$ cat config.mk
export PLATFORM = sky130hd
export DESIGN_NAME = intr_ctrl
export DESIGN_NICKNAME = d
export VERILOG_FILES = /design/src/rtl/intr_ctrl_pkg.sv /design/src/rtl/intr_src_cell.sv /design/src/rtl/intr_ctrl.sv
export SDC_FILE = /design/constraint.sdc
export NUM_CORES = 1
export LEC_CHECK = 0
export ABC_AREA = 1
export CAP_MARGIN = 25
export CELL_PAD_IN_SITES_DETAIL_PLACEMENT = 1
export CELL_PAD_IN_SITES_GLOBAL_PLACEMENT = 1
export CORE_MARGIN = 3
export CORE_UTILIZATION = 31
export DETAILED_ROUTE_END_ITERATION = 8
export GPL_TIMING_DRIVEN = 0
export PLACE_DENSITY = 0.9
export SETUP_SLACK_MARGIN = 0.2
export SLEW_MARGIN = 20
export SYNTH_ARGS = -nofsm -noshare
export SYNTH_HDL_FRONTEND = slang
export SYNTH_SLANG_ARGS = --single-unit
$ cat constraint.sdc
create_clock -name clk -period 1.7 [get_ports clk]
set_clock_uncertainty 0.15 [all_clocks]
set_input_delay 0.34 -clock clk [delete_from_list [all_inputs] [get_ports clk]]
set_output_delay 0.34 -clock clk [all_outputs]
set_load 0.05 [all_outputs]
$ cat src/rtl/intr_ctrl_pkg.sv
// Shared register map, VECTOR field layout and bus request type for the interrupt controller.
package intr_ctrl_pkg;
  localparam int DATA_W        = 32;
  localparam int ID_W          = 5;
  localparam int VEC_VALID_BIT = 31;

  // Word index of each register; byte offset is index * 4 (Addr[4:2]).
  typedef enum logic [2:0] {
    REG_RAW      = 3'd0,
    REG_PENDING  = 3'd1,
    REG_ENABLE   = 3'd2,
    REG_MODE     = 3'd3,
    REG_POLARITY = 3'd4,
    REG_VECTOR   = 3'd5,
    REG_ACK      = 3'd6,
    REG_NONE     = 3'd7
  } reg_sel_e;

  typedef struct packed {
    logic              wr;
    reg_sel_e          sel;
    logic [DATA_W-1:0] data;
  } bus_req_t;

  function automatic logic [DATA_W-1:0] vector_word(input logic valid, input logic [ID_W-1:0] id);
    logic [DATA_W-1:0] w;
    w                = '0;
    w[VEC_VALID_BIT] = valid;
    w[ID_W-1:0]      = id;
    return w;
  endfunction
endpackage

$ cat src/rtl/intr_src_cell.sv
// One interrupt source: polarity normalisation, edge/level detect and the pending bit.
module intr_src_cell (
  input  logic clk,
  input  logic reset,
  input  logic src,
  input  logic mode,
  input  logic pol,
  input  logic clr,
  output logic norm,
  output logic pending
);
  logic prev;

  assign norm = src ^ pol;

  // prev samples in both modes so a level->edge switch never fakes a rising edge.
  always_ff @(posedge clk or negedge reset) begin
    if (!reset) begin
      prev    <= 1'b0;
      pending <= 1'b0;
    end else begin
      prev <= norm;
      if (!mode)              pending <= norm;
      else if (norm && !prev) pending <= 1'b1;
      else if (clr)           pending <= 1'b0;
    end
  end
endmodule

$ cat src/rtl/intr_ctrl.sv
// Interrupt controller: register file, per-source cells, lowest-index priority encoder, registered nIRQ.
module intr_ctrl
  import intr_ctrl_pkg::*;
#(
  parameter int N_SRC = 8
) (
  input  logic             clk,
  input  logic             reset,
  input  logic             CS_N,
  input  logic             RD_N,
  input  logic             WR_N,
  input  logic [11:0]      Addr,
  input  logic [31:0]      DataIn,
  output logic [31:0]      DataOut,
  input  logic [N_SRC-1:0] IrqSrc,
  output logic             nIRQ
);
  bus_req_t         req;
  logic [N_SRC-1:0] enable, mode, polarity;
  logic [N_SRC-1:0] norm, pending, active, clr;
  logic [ID_W-1:0]  irq_id;
  logic [31:0]      rd_word;
  logic             unused_bits;

  assign req.wr    = !CS_N && !WR_N;
  assign req.sel   = reg_sel_e'(Addr[4:2]);
  assign req.data  = DataIn;
  assign unused_bits = &{1'b0, Addr, DataIn};

  always_ff @(posedge clk or negedge reset) begin
    if (!reset) begin
      enable   <= '0;
      mode     <= '0;
      polarity <= '0;
    end else if (req.wr) begin
      case (req.sel)
        REG_ENABLE:   enable   <= req.data[N_SRC-1:0];
        REG_MODE:     mode     <= req.data[N_SRC-1:0];
        REG_POLARITY: polarity <= req.data[N_SRC-1:0];
        default: ;
      endcase
    end
  end

  // W1C and ACK both funnel into the per-source clear; cells ignore it in level mode.
  always_comb begin
    clr = '0;
    for (int i = 0; i < N_SRC; i++)
      clr[i] = req.wr && ((req.sel == REG_PENDING && req.data[i]) ||
                          (req.sel == REG_ACK && req.data[ID_W-1:0] == ID_W'(i)));
  end

  for (genvar g = 0; g < N_SRC; g++) begin : g_src
    intr_src_cell u_cell (
      .clk     (clk),
      .reset   (reset),
      .src     (IrqSrc[g]),
      .mode    (mode[g]),
      .pol     (polarity[g]),
      .clr     (clr[g]),
      .norm    (norm[g]),
      .pending (pending[g])
    );
  end

  assign active = pending & enable;

  always_comb begin
    irq_id = '0;
    for (int i = N_SRC - 1; i >= 0; i--)
      if (active[i]) irq_id = ID_W'(i);
  end

  always_ff @(posedge clk or negedge reset) begin
    if (!reset) nIRQ <= 1'b1;
    else        nIRQ <= ~|active;
  end

  always_comb begin
    rd_word = '0;
    case (req.sel)
      REG_RAW:      rd_word[N_SRC-1:0] = norm;
      REG_PENDING:  rd_word[N_SRC-1:0] = pending;
      REG_ENABLE:   rd_word[N_SRC-1:0] = enable;
      REG_MODE:     rd_word[N_SRC-1:0] = mode;
      REG_POLARITY: rd_word[N_SRC-1:0] = polarity;
      REG_VECTOR:   rd_word            = vector_word(|active, irq_id);
      default: ;
    endcase
    DataOut = (!CS_N && !RD_N) ? rd_word : '0;
  end
endmodule
==> impl_metrics.csv, run 1 <==
group,metric,value,unit
status,status,"finished with violations",
status,violations,"negative setup slack",
worst_setup_path,reg2reg_to,"nIRQ",
clock_tree,clk_pin_slew_worst_paths,80,ps
drt,wirelength,8792,µm
logic_synthesis,synth_top_area_share,42.04,%
sta,fin_crit,2122,ps
logic_synthesis,synth_edf_count,0,
worst_setup_path,end_kind,"output pin",
sta,hold_viol_final,0,
worst_setup_path,slowest_delay,420,ps
placed_design,io_buffers,32,
finish,n_fill_cell,877,
clock_tree,cts_max_level,2,
finish,antenna_cells,0,
drt,detail_route.wl_per_cell,17.14,µm
drt,drcViolationCount,0,
drt,postRouteAntennaNets,0,
run,maxCapViolCount,0,
power,powerDensity,921.7,mW/mm²
placed_design,gp_congestion,0.9075,
sta,period_share,124.8,%
worst_setup_path,critPathBufInv,3,
floorplan,ios,90,
worst_setup_path,crit_type,"register to output pin",
clock_tree,cts_made_buffers,5,
power,ir_worst_vdd,395.1,µV
finish,drive_gt1_share,42.51,%
clock_tree,clock-sinks,41,
finish,nets,470,
floorplan,fp.dieH,93.64,µm
logic_synthesis,synth.area.top_cells,"dfrtp_1 (42%), nand2_1 (18%), buf_4 (7.6%)",
drt,first_pass_iters,4,
floorplan,core_area,0.007370,mm²
finish,mostFrequentLayoutCell,"nand2_1",
sta,max_freq,471.3,MHz
logic_synthesis,async_flop_share,100.0,%
sta,drv_slew,0,
drt,via_per_inst,4.840,
worst_setup_path,crit_arrival,1630,ps
grt,grt_pass1_wl,13290,µm
clock_tree,cts-root-buf,"clkbuf_8",
floorplan,die_area,0.008768,mm²
drt,drt_iter0_markers,105,
grt,grt-ovfl-total,0,
worst_setup_path,r2r-start,"enable[6]",
logic_synthesis,yosys.cell_types.count,30,
logic_synthesis,ys_seq_area_share,43.14,%
clock_tree,clock_latency,300,ps
logic_synthesis,synth_area_per_cell,7.656,µm²
hold_path,min-delay-start,"IrqSrc[2]",
worst_setup_path,crit_fanout,3,
worst_setup_path,crit_path_cell_trace,"nand2_2 -> nand2_1 -> nor2_2 -> inv_2 -> nand3_2 -> nand3b_1 -> nand2_2 -> clkinvlp_4 -> buf_8",
sta,rsz0062_at_grt,"yes",
floorplan,initial_utilization,32.31,%
finish,fin_cells,513,
clock_tree,clock_path_buffers,2,
worst_setup_path,cpMaxStageDelayCell,"dfrtp_1",
grt,grt_pass1_vias,2568,
worst_setup_path,path_depth,9,
placed_design,dp_cells,465,
drt,vias,2483,
sta,fin_ws,-421.7,ps
grt,grt_max_degree,30,
grt,grt_use_total,19.96,%
worst_setup_path,cpMostUsedCell,"nand2_2",
worst_setup_path,cpLargestDelayFamily,"simple AND/OR/NAND/NOR gates",
worst_setup_path,crit_required,1210,ps
hold_path,worst_hold_path.num_cells,2,
worst_setup_path,rr_worst_depth,5,
sta,setup_violations,9,
clock_tree,cts_tree,"done",
logic_synthesis,netlist_instances,311,
placed_design,hpwl,5285,µm
worst_setup_path,critPathLaunchType,"register",
finish,utilization,51.41,%
grt,antenna_found_initial,0,
logic_synthesis,netlist_area,0.002381,mm²
worst_setup_path,cp-startpoint,"enable[6]",
logic_synthesis,synth-seq-cells,41,
logic_synthesis,yosysTopAreaCell,"dfrtp_1",
hold_path,holdCritPathClass,"primary input to register",
power,totalPowerFinal,0.003492,W
floorplan,fp.dieW,93.64,µm
finish,mostFrequentLayoutCells,"nand2_1 (94), buf_4 (53), dfrtp_1 (40)",
worst_setup_path,ff2ff_setup_slack,460,ps
logic_synthesis,ys_warn_count,0,
logic_synthesis,synthFlopType,"dfrtp_1",
hold_path,hold_end,"g_src[2].u_cell.prev",
placed_design,dp_slack,-1530,ps
power,p_leak,1.869,nW
finish,area_growth,59.12,%
floorplan,rows,31,
-- worst register-to-register path: stages, from the launching register on --
cell     delay (ps)
dfrtp_1         420
nand2_2         110
nand2_1          80
nor2_2          130
inv_2            60
nor2_2          200
-- cell usage after synthesis, types with 2 or more instances --
library cell and number:
dfrtp_1 40, o21ai_0 16, a41oi_1 2, xor2_1 6, a22oi_1 2, a21oi_1 7, inv_1 22, buf_4 24
nand3_1 15, nor3_4 2, nand2_1 116, o21ai_2 8, inv_2 4, o22ai_1 8, buf_2 2, xnor2_1 2
nand2_2 4, nand4_1 2, nor2_1 16, o21ai_1 2, buf_6 2
-- timing repair --
| item | 4_1_cts | 5_1_grt |
|---|---|---|
| buffers inserted | 30 | 9 |
| hold buffers | 1 | 0 |
| endpoints found under the setup margin | 42 | 33 |
| endpoints found under the hold margin | 11 | 0 |
| pin swaps | 32 | 14 |
| resized for setup | 159 | 39 |
-- flip-flops by register name, summed over array words and instances, names as in the netlist --
signal / cells
polarity: 8
g_src.u_cell.pending: 8
g_src.u_cell.prev: 8
mode: 8
enable: 8
nIRQ: 1
-- through the flow --
stage	hold WS, ps	TNS [ps]	cell area (µm²)
finish	266.9	-2340	3789
global route	283.7	-2931	3789
CTS	268.3	-2228	3588
detailed placement	115.4	-28860	3038
global placement	335.9	-64930	3023
floorplan	-105.6	-802.8	2579
-- where the power goes --
group | leakage, nW | switching, W | internal [W] | total (W)
logic | 1.33 | 0.000822 | 0.000593 | 0.00142
clock network | 0.0395 | 0.000338 | 0.000292 | 0.000630
registers | 0.501 | 0.000223 | 0.00122 | 0.00145
-- cell type report --
class / count / area, µm² / area share (%)
multi-input cells: 237 / 1480 / 39.07
clock buffers: 8 / 80.08 / 2.114
flip-flops and latches: 41 / 1027 / 27.11
repair buffers: 73 / 711.9 / 18.79
well taps: 99 / 123.9 / 3.269
plain buffers: 28 / 232.7 / 6.143
inverters: 27 / 132.6 / 3.501
-- worst max-delay path by stage --
| stage | slack (ps) | end |
|---|---|---|
| 2_1_floorplan | -120 | DataOut[3] |
| 3_3_place_gp | -1500 | DataOut[1] |
| 3_5_place_dp | -1530 | DataOut[1] |
| 4_1_cts | -360 | DataOut[2] |
| 5_1_grt | -490 | DataOut[2] |
| 6_report | -420 | DataOut[2] |
-- metal layers --
| layer | up-vias | part of all wire (%) | track usage (%) |
|---|---|---|---|
| li1 | 1156 | - | - |
| met1 | 1219 | 40 | 24.54 |
| met2 | 80 | 51 | 34.72 |
| met3 | 28 | 5.8 | 3.540 |
| met4 | 0 | 3.1 | 7.581 |
| met5 | - | 0 | 0 |
-- cell families (layout without fill, tap and decap cells) --
group	Yosys count	in the layout	share of synthesized area [%]
AO/OA/AOI/OAI	47	47	12.24
XOR/XNOR	8	8	2.943
buffers and inverters	55	136	13.29
flip-flops	41	41	43.14
other	1	23	0.1575
AND/OR/NAND/NOR	159	159	28.22
Power figures use the tool's default switching activity.
==> run 2, diff against run 1 <==
Settings changed: SETUP_SLACK_MARGIN 0.2 to 0.02.
==> run 2 against run 1 <==
The run still ends with negative setup slack left. Flip-flop and latch count stayed put. Utilization is 0.66 points higher. Maximum frequency is 0.54% higher. Largest cell class unchanged. Highest routed layer unchanged. Sequential power hardly changed. Critical path type unchanged. Cell count is 0.19% higher. Count of clock-buffer cells in the layout is 1 lower.
==> impl_metrics.csv, run 2 (synthesis gave the netlist of run 1 again) <==
group,metric,value,unit
clock_tree,clock_latency,300,ps
grt,antenna_found_initial,0,
floorplan,core_area,0.007370,mm²
sta,period_share,124.1,%
grt,grt_pass1_wl,13380,µm
sta,finalSetupTns,-2903,ps
sta,fin_ws,-410.4,ps
sta,rsz0062_at_grt,"yes",
placed_design,hpwl,5595,µm
drt,drcViolationCount,0,
finish,n_fill_cell,896,
floorplan,rows,31,
grt,grt_use_total,19.97,%
floorplan,fp.dieW,93.64,µm
finish,fin_cells,514,
floorplan,ios,90,
worst_setup_path,cpLargestDelayFamily,"simple AND/OR/NAND/NOR gates",
worst_setup_path,cpMostUsedCell,"nand2_2",
worst_setup_path,end_kind,"output pin",
floorplan,initial_utilization,32.31,%
worst_setup_path,slowest_delay,430,ps
worst_setup_path,crit_arrival,1620,ps
clock_tree,cts_max_level,2,
worst_setup_path,cpMaxStageDelayCell,"dfrtp_1",
clock_tree,clk_pin_slew_worst_paths,80,ps
drt,postRouteAntennaNets,0,
clock_tree,clock-sinks,41,
sta,max_freq,473.8,MHz
hold_path,holdCritPathClass,"primary input to register",
finish,utilization,52.07,%
drt,via_per_inst,5.126,
sta,setup_violations,13,
worst_setup_path,critPathBufInv,2,
worst_setup_path,crit_type,"register to output pin",
finish,drive_gt1_share,42.89,%
power,ir_worst_vdd,442.0,µV
sta,fin_crit,2110,ps
finish,mostFrequentLayoutCells,"nand2_1 (92), buf_4 (57), dfrtp_1 (39)",
sta,fin_hold_ws,221.9,ps
placed_design,gp_congestion,0.9180,
sta,drv_slew,0,
placed_design,io_buffers,32,
power,powerDensity,957.3,mW/mm²
worst_setup_path,crit_required,1210,ps
grt,grt_max_degree,31,
worst_setup_path,rr_worst_depth,8,
finish,nets,472,
clock_tree,cts_tree,"done",
status,violations,"negative setup slack",
status,status,"finished with violations",
floorplan,die_area,0.008768,mm²
worst_setup_path,crit_fanout,3,
drt,detail_route.wl_per_cell,19.65,µm
drt,first_pass_iters,4,
floorplan,fp.dieH,93.64,µm
clock_tree,cts-root-buf,"clkbuf_8",
sta,hold_viol_final,0,
run,maxCapViolCount,0,
power,totalPowerFinal,0.003673,W
finish,mostFrequentLayoutCell,"nand2_1",
clock_tree,cts_made_buffers,5,
grt,grt_pass1_vias,2666,
grt,grt-ovfl-total,0,
finish,area_growth,61.17,%
finish,antenna_cells,0,
drt,drt_iter0_markers,186,
worst_setup_path,critPathLaunchType,"register",
drt,vias,2635,
worst_setup_path,crit_path_cell_trace,"nand2_2 -> nor3b_4 -> nand3_2 -> nand3b_1 -> nand2_2 -> clkinvlp_4 -> buf_8",
placed_design,dp_cells,465,
power,p_leak,1.854,nW
drt,wirelength,10100,µm
worst_setup_path,path_depth,7,
clock_tree,clock_path_buffers,2,
hold_path,worst_hold_path.num_cells,3,
==> run 2: cell count changes in the layout (fill, tap and decap cells not counted), moves of 4 or more <==
cell / before / now
buf_4: 53 / 57
nand2_2: 19 / 24
dlygate4sd2_1: 12 / 8
clkdlybuf4s50_1: 4 / 8
buf_6: 19 / 12
nand2_4: 8 / 4
==> run 2: final timing paths <==
path	to	startpoint	slack, ps
max	DataOut[2]	enable[1]	-410
min	g_src[1].u_cell.prev	IrqSrc[1]	220
max reg2reg	g_src[7].u_cell.pending	polarity[7]	140
min reg2reg	g_src[5].u_cell.pending	g_src[5].u_cell.prev	370
max in group asynchronous	polarity[5]	reset	590
min in group asynchronous	g_src[3].u_cell.pending	reset	310
==> run 2: stage by stage <==
step / area [µm²] / setup slack (ps)
after CTS: 3491 / -365.9
after global routing: 3837 / -519.9
after detailed placement: 3035 / -1563
after global placement: 3020 / -1512
final: 3837 / -410.4
after floorplan: 2576 / -121.9
==> run 2: worst reg2reg max path, cell delays in order, from the launching register on <==
cell and delay, ps:
dfrtp_1 450, xnor2_2 190, buf_4 150, buf_4 120
buf_4 120, buf_4 120, inv_1 80, nand2_1 60
nand2_1 70
==> run 2: timing repair <==
| item | 4_1_cts | 5_1_grt |
|---|---|---|
| cloned | 1 | 1 |
| buffers inserted | 23 | 16 |
| gates resized for setup | 134 | 54 |
| hold buffers | 1 | 0 |
| pin swaps | 23 | 20 |
| endpoints found under the hold margin | 10 | 0 |
| setup endpoints to repair | 42 | 19 |
==> run 2: where the power goes <==
part           internal (W)  switching (W)
Combinational      0.000651       0.000883
Clock              0.000323       0.000356
Sequential          0.00122       0.000237
==> run 2: area by class of cell <==
cell class	count	area, µm²	share of cell area (%)
clock buffers	7	86.33	2.250
flip-flops and latches	41	1028	26.80
plain buffers	28	234.0	6.097
multi-input cells	237	1486	38.74
repair buffers	74	742.0	19.33
inverters	27	128.9	3.358
repair inverters	1	7.507	0.1956
well taps	99	123.9	3.228
==> run 2: per-layer routing <==
layer	vias up	global-route usage, %	wire length (µm)
met1	1340	23.49	3854
met5	-	0	0
met3	35	3.298	479
li1	1156	-	-
met4	0	7.942	388
met2	104	35.97	5378
==> run 3, diff against run 2 <==
Settings changed: CTS_CLUSTER_DIAMETER set to 120.
==> results of run 3 <==
The final DEF is identical to that of run 2; final timing and power are the same.
